$ cat src/rtl/game_pkg.sv
// Shared types and defaults for the Frogger game sequencer.
// Holds the game state enum, sprite/goal defaults and the box-overlap helper.
package game_pkg;

  localparam int POS_W       = 10;
  localparam int FROG_W_DEF  = 32;
  localparam int FROG_H_DEF  = 32;
  localparam int CAR_W_DEF   = 64;
  localparam int CAR_H_DEF   = 32;
  localparam int GOAL_Y_DEF  = 32;
  localparam int START_LIVES_DEF = 3;
  localparam int MAX_LEVEL_DEF   = 7;

  typedef enum logic [2:0] {
    ST_IDLE,
    ST_PLAY,
    ST_HIT,
    ST_SCORE,
    ST_OVER
  } game_state_t;

  // Operands are one bit wider than a position so x+W never wraps.
  function automatic logic boxes_overlap(
    input logic [POS_W:0] fx,
    input logic [POS_W:0] fy,
    input logic [POS_W:0] cx,
    input logic [POS_W:0] cy,
    input logic [POS_W:0] fw,
    input logic [POS_W:0] fh,
    input logic [POS_W:0] cw,
    input logic [POS_W:0] ch
  );
    return (fx < cx + cw) && (cx < fx + fw) && (fy < cy + ch) && (cy < fy + fh);
  endfunction

endpackage

$ cat src/rtl/collision_scanner.sv
// Per-frame collision scanner: snapshots frog and car positions on launch, then
// checks one car per cycle and reports accumulated hit and goal flags with done.
module collision_scanner
  import game_pkg::*;
#(
  parameter int NUM_CARS = 10,
  parameter int FROG_W   = FROG_W_DEF,
  parameter int FROG_H   = FROG_H_DEF,
  parameter int CAR_W    = CAR_W_DEF,
  parameter int CAR_H    = CAR_H_DEF,
  parameter int GOAL_Y   = GOAL_Y_DEF
) (
  input  logic                      clk,
  input  logic                      reset,
  input  logic                      launch,
  input  logic [POS_W-1:0]          frog_x,
  input  logic [POS_W-1:0]          frog_y,
  input  logic [POS_W*NUM_CARS-1:0] car_x_flat,
  input  logic [POS_W*NUM_CARS-1:0] car_y_flat,
  output logic                      done,
  output logic                      hit,
  output logic                      goal
);

  localparam int IDX_W = (NUM_CARS > 1) ? $clog2(NUM_CARS) : 1;

  logic [POS_W-1:0] frog_x_snap_reg;
  logic [POS_W-1:0] frog_y_snap_reg;
  logic [POS_W-1:0] car_x_snap_reg [NUM_CARS];
  logic [POS_W-1:0] car_y_snap_reg [NUM_CARS];
  logic [IDX_W-1:0] idx_reg;
  logic             busy_reg;
  logic             hit_acc_reg;
  logic             done_reg;
  logic             hit_reg;
  logic             goal_reg;

  logic             start_scan;
  logic             car_hit;
  logic             last_car;

  // A launch while a scan is running is dropped, so the snapshot stays intact.
  assign start_scan = launch && !busy_reg;
  assign last_car   = (idx_reg == IDX_W'(NUM_CARS - 1));

  always_ff @(posedge clk) begin
    if (reset) begin
      frog_x_snap_reg <= '0;
      frog_y_snap_reg <= '0;
    end else if (start_scan) begin
      frog_x_snap_reg <= frog_x;
      frog_y_snap_reg <= frog_y;
    end
  end

  for (genvar gi = 0; gi < NUM_CARS; gi++) begin : g_car_snap
    always_ff @(posedge clk) begin
      if (reset) begin
        car_x_snap_reg[gi] <= '0;
        car_y_snap_reg[gi] <= '0;
      end else if (start_scan) begin
        car_x_snap_reg[gi] <= car_x_flat[POS_W*gi +: POS_W];
        car_y_snap_reg[gi] <= car_y_flat[POS_W*gi +: POS_W];
      end
    end
  end

  assign car_hit = boxes_overlap({1'b0, frog_x_snap_reg}, {1'b0, frog_y_snap_reg},
                                 {1'b0, car_x_snap_reg[idx_reg]}, {1'b0, car_y_snap_reg[idx_reg]},
                                 (POS_W+1)'(FROG_W), (POS_W+1)'(FROG_H),
                                 (POS_W+1)'(CAR_W), (POS_W+1)'(CAR_H));

  always_ff @(posedge clk) begin
    if (reset) begin
      busy_reg    <= 1'b0;
      idx_reg     <= '0;
      hit_acc_reg <= 1'b0;
      done_reg    <= 1'b0;
      hit_reg     <= 1'b0;
      goal_reg    <= 1'b0;
    end else begin
      done_reg <= 1'b0;
      if (start_scan) begin
        busy_reg    <= 1'b1;
        idx_reg     <= '0;
        hit_acc_reg <= 1'b0;
      end else if (busy_reg) begin
        hit_acc_reg <= hit_acc_reg | car_hit;
        if (last_car) begin
          busy_reg <= 1'b0;
          done_reg <= 1'b1;
          hit_reg  <= hit_acc_reg | car_hit;
          goal_reg <= ({1'b0, frog_y_snap_reg} <= (POS_W+1)'(GOAL_Y));
        end else begin
          idx_reg <= idx_reg + 1'b1;
        end
      end
    end
  end

  assign done = done_reg;
  assign hit  = hit_reg;
  assign goal = goal_reg;

endmodule

$ cat src/rtl/game_controller.sv
// Frogger game sequencer: per-frame collision/goal scan, lives/score/level and
// respawn/car controls. Define GAME_INVINCIBLE_EN to make hits non-fatal.
module game_controller
  import game_pkg::*;
#(
  parameter int NUM_CARS    = 10,
  parameter int FROG_W      = FROG_W_DEF,
  parameter int FROG_H      = FROG_H_DEF,
  parameter int CAR_W       = CAR_W_DEF,
  parameter int CAR_H       = CAR_H_DEF,
  parameter int GOAL_Y      = GOAL_Y_DEF,
  parameter int START_LIVES = START_LIVES_DEF,
  parameter int HIT_FRAMES  = 60,
  parameter int MAX_LEVEL   = MAX_LEVEL_DEF
) (
  input  logic                      clk,
  input  logic                      reset,
  input  logic                      frame_tick,
  input  logic                      start,
  input  logic [POS_W-1:0]          frog_x,
  input  logic [POS_W-1:0]          frog_y,
  input  logic [POS_W*NUM_CARS-1:0] car_x_flat,
  input  logic [POS_W*NUM_CARS-1:0] car_y_flat,
  output logic                      frog_respawn,
  output logic                      cars_run,
  output logic [2:0]                car_speed,
  output logic [1:0]                lives,
  output logic [7:0]                score,
  output logic                      game_over
);

  localparam int HC_W = (HIT_FRAMES > 1) ? $clog2(HIT_FRAMES) : 1;

  game_state_t     state_reg, state_next;
  logic [1:0]      lives_reg, lives_next;
  logic [7:0]      score_reg, score_next;
  logic [2:0]      level_reg, level_next;
  logic [HC_W-1:0] hit_cnt_reg, hit_cnt_next;
  logic            start_prev_reg;

  logic start_rise;
  logic scan_done;
  logic scan_hit;
  logic scan_goal;
  logic hit_taken;

  assign start_rise = start && !start_prev_reg;

  collision_scanner #(
    .NUM_CARS (NUM_CARS),
    .FROG_W   (FROG_W),
    .FROG_H   (FROG_H),
    .CAR_W    (CAR_W),
    .CAR_H    (CAR_H),
    .GOAL_Y   (GOAL_Y)
  ) u_scanner (
    .clk        (clk),
    .reset      (reset),
    .launch     (frame_tick && (state_reg == ST_PLAY)),
    .frog_x     (frog_x),
    .frog_y     (frog_y),
    .car_x_flat (car_x_flat),
    .car_y_flat (car_y_flat),
    .done       (scan_done),
    .hit        (scan_hit),
    .goal       (scan_goal)
  );

`ifdef GAME_INVINCIBLE_EN
  assign hit_taken = 1'b0;
`else
  assign hit_taken = scan_hit;
`endif

  always_ff @(posedge clk) begin
    if (reset) begin
      state_reg      <= ST_IDLE;
      lives_reg      <= 2'(START_LIVES);
      score_reg      <= '0;
      level_reg      <= '0;
      hit_cnt_reg    <= '0;
      // Primed from the live input so a start held through reset is not an edge.
      start_prev_reg <= start;
    end else begin
      state_reg      <= state_next;
      lives_reg      <= lives_next;
      score_reg      <= score_next;
      level_reg      <= level_next;
      hit_cnt_reg    <= hit_cnt_next;
      start_prev_reg <= start;
    end
  end

  always_comb begin
    state_next   = state_reg;
    lives_next   = lives_reg;
    score_next   = score_reg;
    level_next   = level_reg;
    hit_cnt_next = hit_cnt_reg;
    frog_respawn = 1'b0;
    cars_run     = 1'b0;
    game_over    = 1'b0;

    case (state_reg)
      ST_IDLE: begin
        if (start_rise) begin
          state_next = ST_PLAY;
          lives_next = 2'(START_LIVES);
          score_next = '0;
          level_next = '0;
        end
      end
      ST_PLAY: begin
        cars_run = 1'b1;
        if (scan_done) begin
          if (hit_taken) begin
            state_next   = ST_HIT;
            lives_next   = lives_reg - 2'd1;
            hit_cnt_next = '0;
          end else if (scan_goal) begin
            state_next = ST_SCORE;
            score_next = (score_reg == 8'hFF) ? score_reg : score_reg + 8'd1;
            level_next = (level_reg == 3'(MAX_LEVEL)) ? level_reg : level_reg + 3'd1;
          end
        end
      end
      ST_HIT: begin
        if (lives_reg == 2'd0) begin
          state_next = ST_OVER;
        end else if (frame_tick) begin
          if (hit_cnt_reg == HC_W'(HIT_FRAMES - 1)) begin
            frog_respawn = 1'b1;
            state_next   = ST_PLAY;
          end else begin
            hit_cnt_next = hit_cnt_reg + 1'b1;
          end
        end
      end
      ST_SCORE: begin
        cars_run     = 1'b1;
        frog_respawn = 1'b1;
        state_next   = ST_PLAY;
      end
      ST_OVER: begin
        game_over = 1'b1;
        if (start_rise) begin
          state_next = ST_PLAY;
          lives_next = 2'(START_LIVES);
          score_next = '0;
          level_next = '0;
        end
      end
      default: state_next = ST_IDLE;
    endcase
  end

  assign lives     = lives_reg;
  assign score     = score_reg;
  assign car_speed = level_reg;

endmodule

$ cat config.mk
export PLATFORM = sky130hd
export DESIGN_NAME = game_controller
export DESIGN_NICKNAME = d
export VERILOG_FILES = /design/src/rtl/game_pkg.sv /design/src/rtl/collision_scanner.sv /design/src/rtl/game_controller.sv
export SDC_FILE = /design/constraint.sdc
export NUM_CORES = 1
export LEC_CHECK = 0
export ABC_AREA = 1
export CORE_ASPECT_RATIO = 0.75
export CORE_UTILIZATION = 35
export CTS_CLUSTER_SIZE = 8
export DETAILED_ROUTE_END_ITERATION = 8
export PLACE_DENSITY = 0.6
export SYNTH_ARGS = -nofsm -noshare
export SYNTH_HDL_FRONTEND = slang
export SYNTH_SLANG_ARGS = --single-unit
$ cat constraint.sdc
create_clock -name clk -period 11.95 [get_ports clk]
set_input_delay 2.39 -clock clk [delete_from_list [all_inputs] [get_ports clk]]
set_output_delay 2.39 -clock clk [all_outputs]
set_load 0.03 [all_outputs]
==> flow_summary.json <==
{
  "outcome": "finished clean",
  "fin_skew_ps": 11.8,
  "rsz0062_at_grt": "false",
  "top_layer": "met4",
  "pwr_density_cell_nw_per_um2": 170,
  "clk_latency_ps": 520,
  "min_to": "u_scanner.hit_acc_reg",
  "htree_num_levels": 2,
  "p_int_mw": 1.96,
  "crit_cells": 4,
  "critPathMaxStageDelay_ps": 690,
  "tightest_slew_ps": 1070,
  "gp_congestion": 0.798,
  "crit_fanout": 3,
  "dieHeight_um": 169,
  "wl_met3_mm": 1.90,
  "cp-end-kind": "output pin",
  "synth_fa_ha_area_share_pct": 4.43,
  "period_share_pct": 52.3,
  "synth_cell_type_count": 52,
  "drc_errors": 0,
  "clk_pin_slew_ps": 50,
  "num_vias": 10200,
  "power_frac_clock_pct": 33.7,
  "final_util_pct": 46.3,
  "finalSetupViolCount": 0,
  "crit_required_ps": 9560,
  "r2r_end": "u_scanner.hit_acc_reg",
  "clockRootBuffer": "clkbuf_16",
  "wl_met2_mm": 15.8,
  "syn-num-nets": 1759,
  "drv_slew": 0,
  "cp_cell_sequence": "clkdlybuf4s50_1 -> nand2_1 -> o21ai_0 -> clkdlybuf4s50_1",
  "port_buffers": 239,
  "path_common_cell": "clkdlybuf4s50_1",
  "hold_path_class": "reg2reg",
  "async_flop_share_pct": 0,
  "final_cell_area_um2": 16800,
  "yosys.area_share.xor_xnor_pct": 0.810,
  "p_sw_share_pct": 31.4,
  "ir_drop_mv": 0.100,
  "slowest_stage": "clkdlybuf4s50_1",
  "vias_per_cell": 4.60,
  "grt_pass1_vias": 10200,
  "synth_top_family_by_area": "simple AND/OR/NAND/NOR gates",
  "switchingPower_uw": 895,
  "wl_met1_mm": 16.0,
  "dp_hpwl_mm": 23.2,
  "synth.area.top_cells": "edfxtp_1, nor2_1, dfxtp_1",
  "nets": 1979,
  "cts_sinks": 256,
  "antenna_left": 0,
  "grt_max_degree": 130,
  "critPathKind": "in2out",
  "cts_buffers": 37,
  "antenna_found_initial": 4,
  "die_area_um2": 37900,
  "drt_first_iter_violations": 658,
  "hold_viol_final": 0,
  "wirelength_mm": 34.5,
  "first_pass_iters": 5,
  "reg2reg_depth": 17,
  "avgSynthCellArea_um2": 8.72,
  "cap_violations": 0,
  "yosys_warnings": 0,
  "core-area_um2": 36200,
  "comb_power_share_pct": 25.6,
  "fmax_mhz": 160,
  "critPathTopFamily": "buffers and inverters",
  "synth_compound_area_share_pct": 8.68,
  "syn_inst": 1489,
  "grt_first_pass_wirelength_mm": 54.4,
  "r2r_setup_slack_ps": 7730,
  "synth_seq_cells": 256,
  "p_seq_share_pct": 40.7,
  "dpl_cell_area_um2": 15700,
  "wire_per_inst_um": 15.5,
  "die_w_um": 224,
  "critPathBufInv": 2,
  "whs_path_depth": 2,
  "area_growth_pct": 29.1,
  "syn_area_um2": 13000,
  "muxShareOfSynthArea_pct": 0,
  "yosysTopAreaCell": "edfxtp_1",
  "rows": 60,
  "grt_usage_pct": 18.4,
  "overflow": 0,
  "cts_tree": "yes",
  "maxSlewHeadroom_pct": 28.7,
  "fin_setup_tns_ps": 0,
  "synth_ff_type": "edfxtp_1",
  "postCtsHoldBufs": 0,
  "min_period_ps": 6250,
  "postCtsSetupRepairBufs": 0,
  "yosys.area_share.simple_pct": 19.7,
  "ctsResizeCount": 0,
  "p_leak_nw": 7.38,
  "cts_max_path_buffers": 3,
  "cp.arrival_ps": 3860,
  "layout-drive-gt1-share_pct": 5.17,
  "ioPinCount": 240,
  "startpoint_type": "input pin",
  "min_from": "u_scanner.hit_acc_reg",
  "synth-seq-area-share_pct": 54.9,
  "start_util_pct": 35.9,
  "synth_edf_count": 200,
  "yosysTopAreaCellShare_pct": 46.3
}
[worst max path at each step]
| stage | start | endpoint |
|---|---|---|
| after global placement | frame_tick | frog_respawn |
| final | frame_tick | frog_respawn |
| after global routing | frame_tick | frog_respawn |
| after floorplan | reset | u_scanner.car_x_snap_reg[0][0] |
| after detailed placement | frame_tick | frog_respawn |
| after CTS | frame_tick | frog_respawn |
[worst reg2reg max path, stage by stage, from the launching register on]
cell	delay, ps
dfxtp_2	300
buf_4	290
inv_2	820
o21ai_0	240
o221ai_1	210
o211ai_1	170
o21ai_0	260
ha_1	300
xnor2_1	130
ha_1	240
nand2_1	60
inv_1	50
a221o_1	300
a21oi_2	130
nand3_1	80
nor2_1	290
nand3_1	140
a21oi_2	120
[logic make-up (layout without fill, tap and decap cells)]
family	after synthesis	in the layout
buffers and inverters	368	601
DFF	256	256
other	0	4
AOI/OAI and AO/OA	190	190
xor gates and xnor gates	12	12
and+or+nand+nor	617	617
adders and majority gates	46	46
[area by class of cell]
cell class,instances,area (um2)
clock inverters,1,8.76
well taps,496,621
inverters,303,1150
diodes,4,10.0
clock buffers,51,1020
flip-flops and latches,256,7130
multi-input cells,865,4370
fillers,3568,19400
repair buffers,246,2440
[Yosys cell counts (2+ instances only)]
master,instances
inv_1,295
o21ai_0,83
o21a_1,2
a21oi_1,34
nand2_2,7
nor3b_1,2
buf_4,3
clkbuf_1,38
edfxtp_1,200
or2_2,3
xor2_1,8
xnor2_1,4
o21ai_1,15
buf_2,14
nor2_2,5
nor2_1,326
inv_2,5
o22ai_1,9
clkinv_1,2
ha_1,46
a21oi_2,3
nand2_1,165
buf_6,6
nor4_1,4
dfxtp_1,56
nand3_2,4
nand4_1,5
a211oi_1,5
buf_8,3
nand3_1,75
nor3_1,14
o21ai_2,3
o221ai_1,13
o211ai_1,13
a22oi_1,2
[placed cells by master, fill, tap and decap left out, types with 8 or more instances in the layout]
cell type,netlist,layout
a21oi_1,34,34
clkbuf_1,38,12
clkbuf_16,0,39
clkdlybuf4s50_1,0,239
dfxtp_1,56,53
edfxtp_1,200,200
ha_1,46,46
inv_1,295,294
nand2_1,165,164
nand3_1,75,75
nor2_1,326,326
nor3_1,14,14
o211ai_1,13,13
o21ai_0,83,83
o21ai_1,15,15
o221ai_1,13,13
o22ai_1,9,9
xor2_1,8,8
[per-stage QoR]
step / worst slack [ps] / hold WS, ps / cells / total power [mW]
6_report: 5700 / 471 / 2222 / 2.85
4_1_cts: 5700 / 477 / 2218 / 2.89
5_1_grt: 5640 / 515 / 2221 / 3.02
3_5_place_dp: 5700 / 470 / 2166 / 1.91
2_1_floorplan: 6090 / 441 / 1489 / 1.66
3_3_place_gp: 5680 / 457 / 2166 / 1.89
[power groups by stage]
stage                     registers, mW  clock network, mW  logic (mW)
after detailed placement           1.18                  0       0.733
after global placement             1.18                  0       0.718
after global routing               1.17               1.02       0.829
final                              1.16              0.962       0.729
after floorplan                    1.18                  0       0.487
after CTS                          1.16              0.987       0.737
[per-layer routing]
metal | track usage [%] | vias to the layer above
li1 | - | 5187
met1 | 24.7 | 4714
met2 | 29.7 | 274
met3 | 3.71 | 56
met4 | 5.74 | 0
met5 | 0 | -
(Power assumes the default switching activity.)
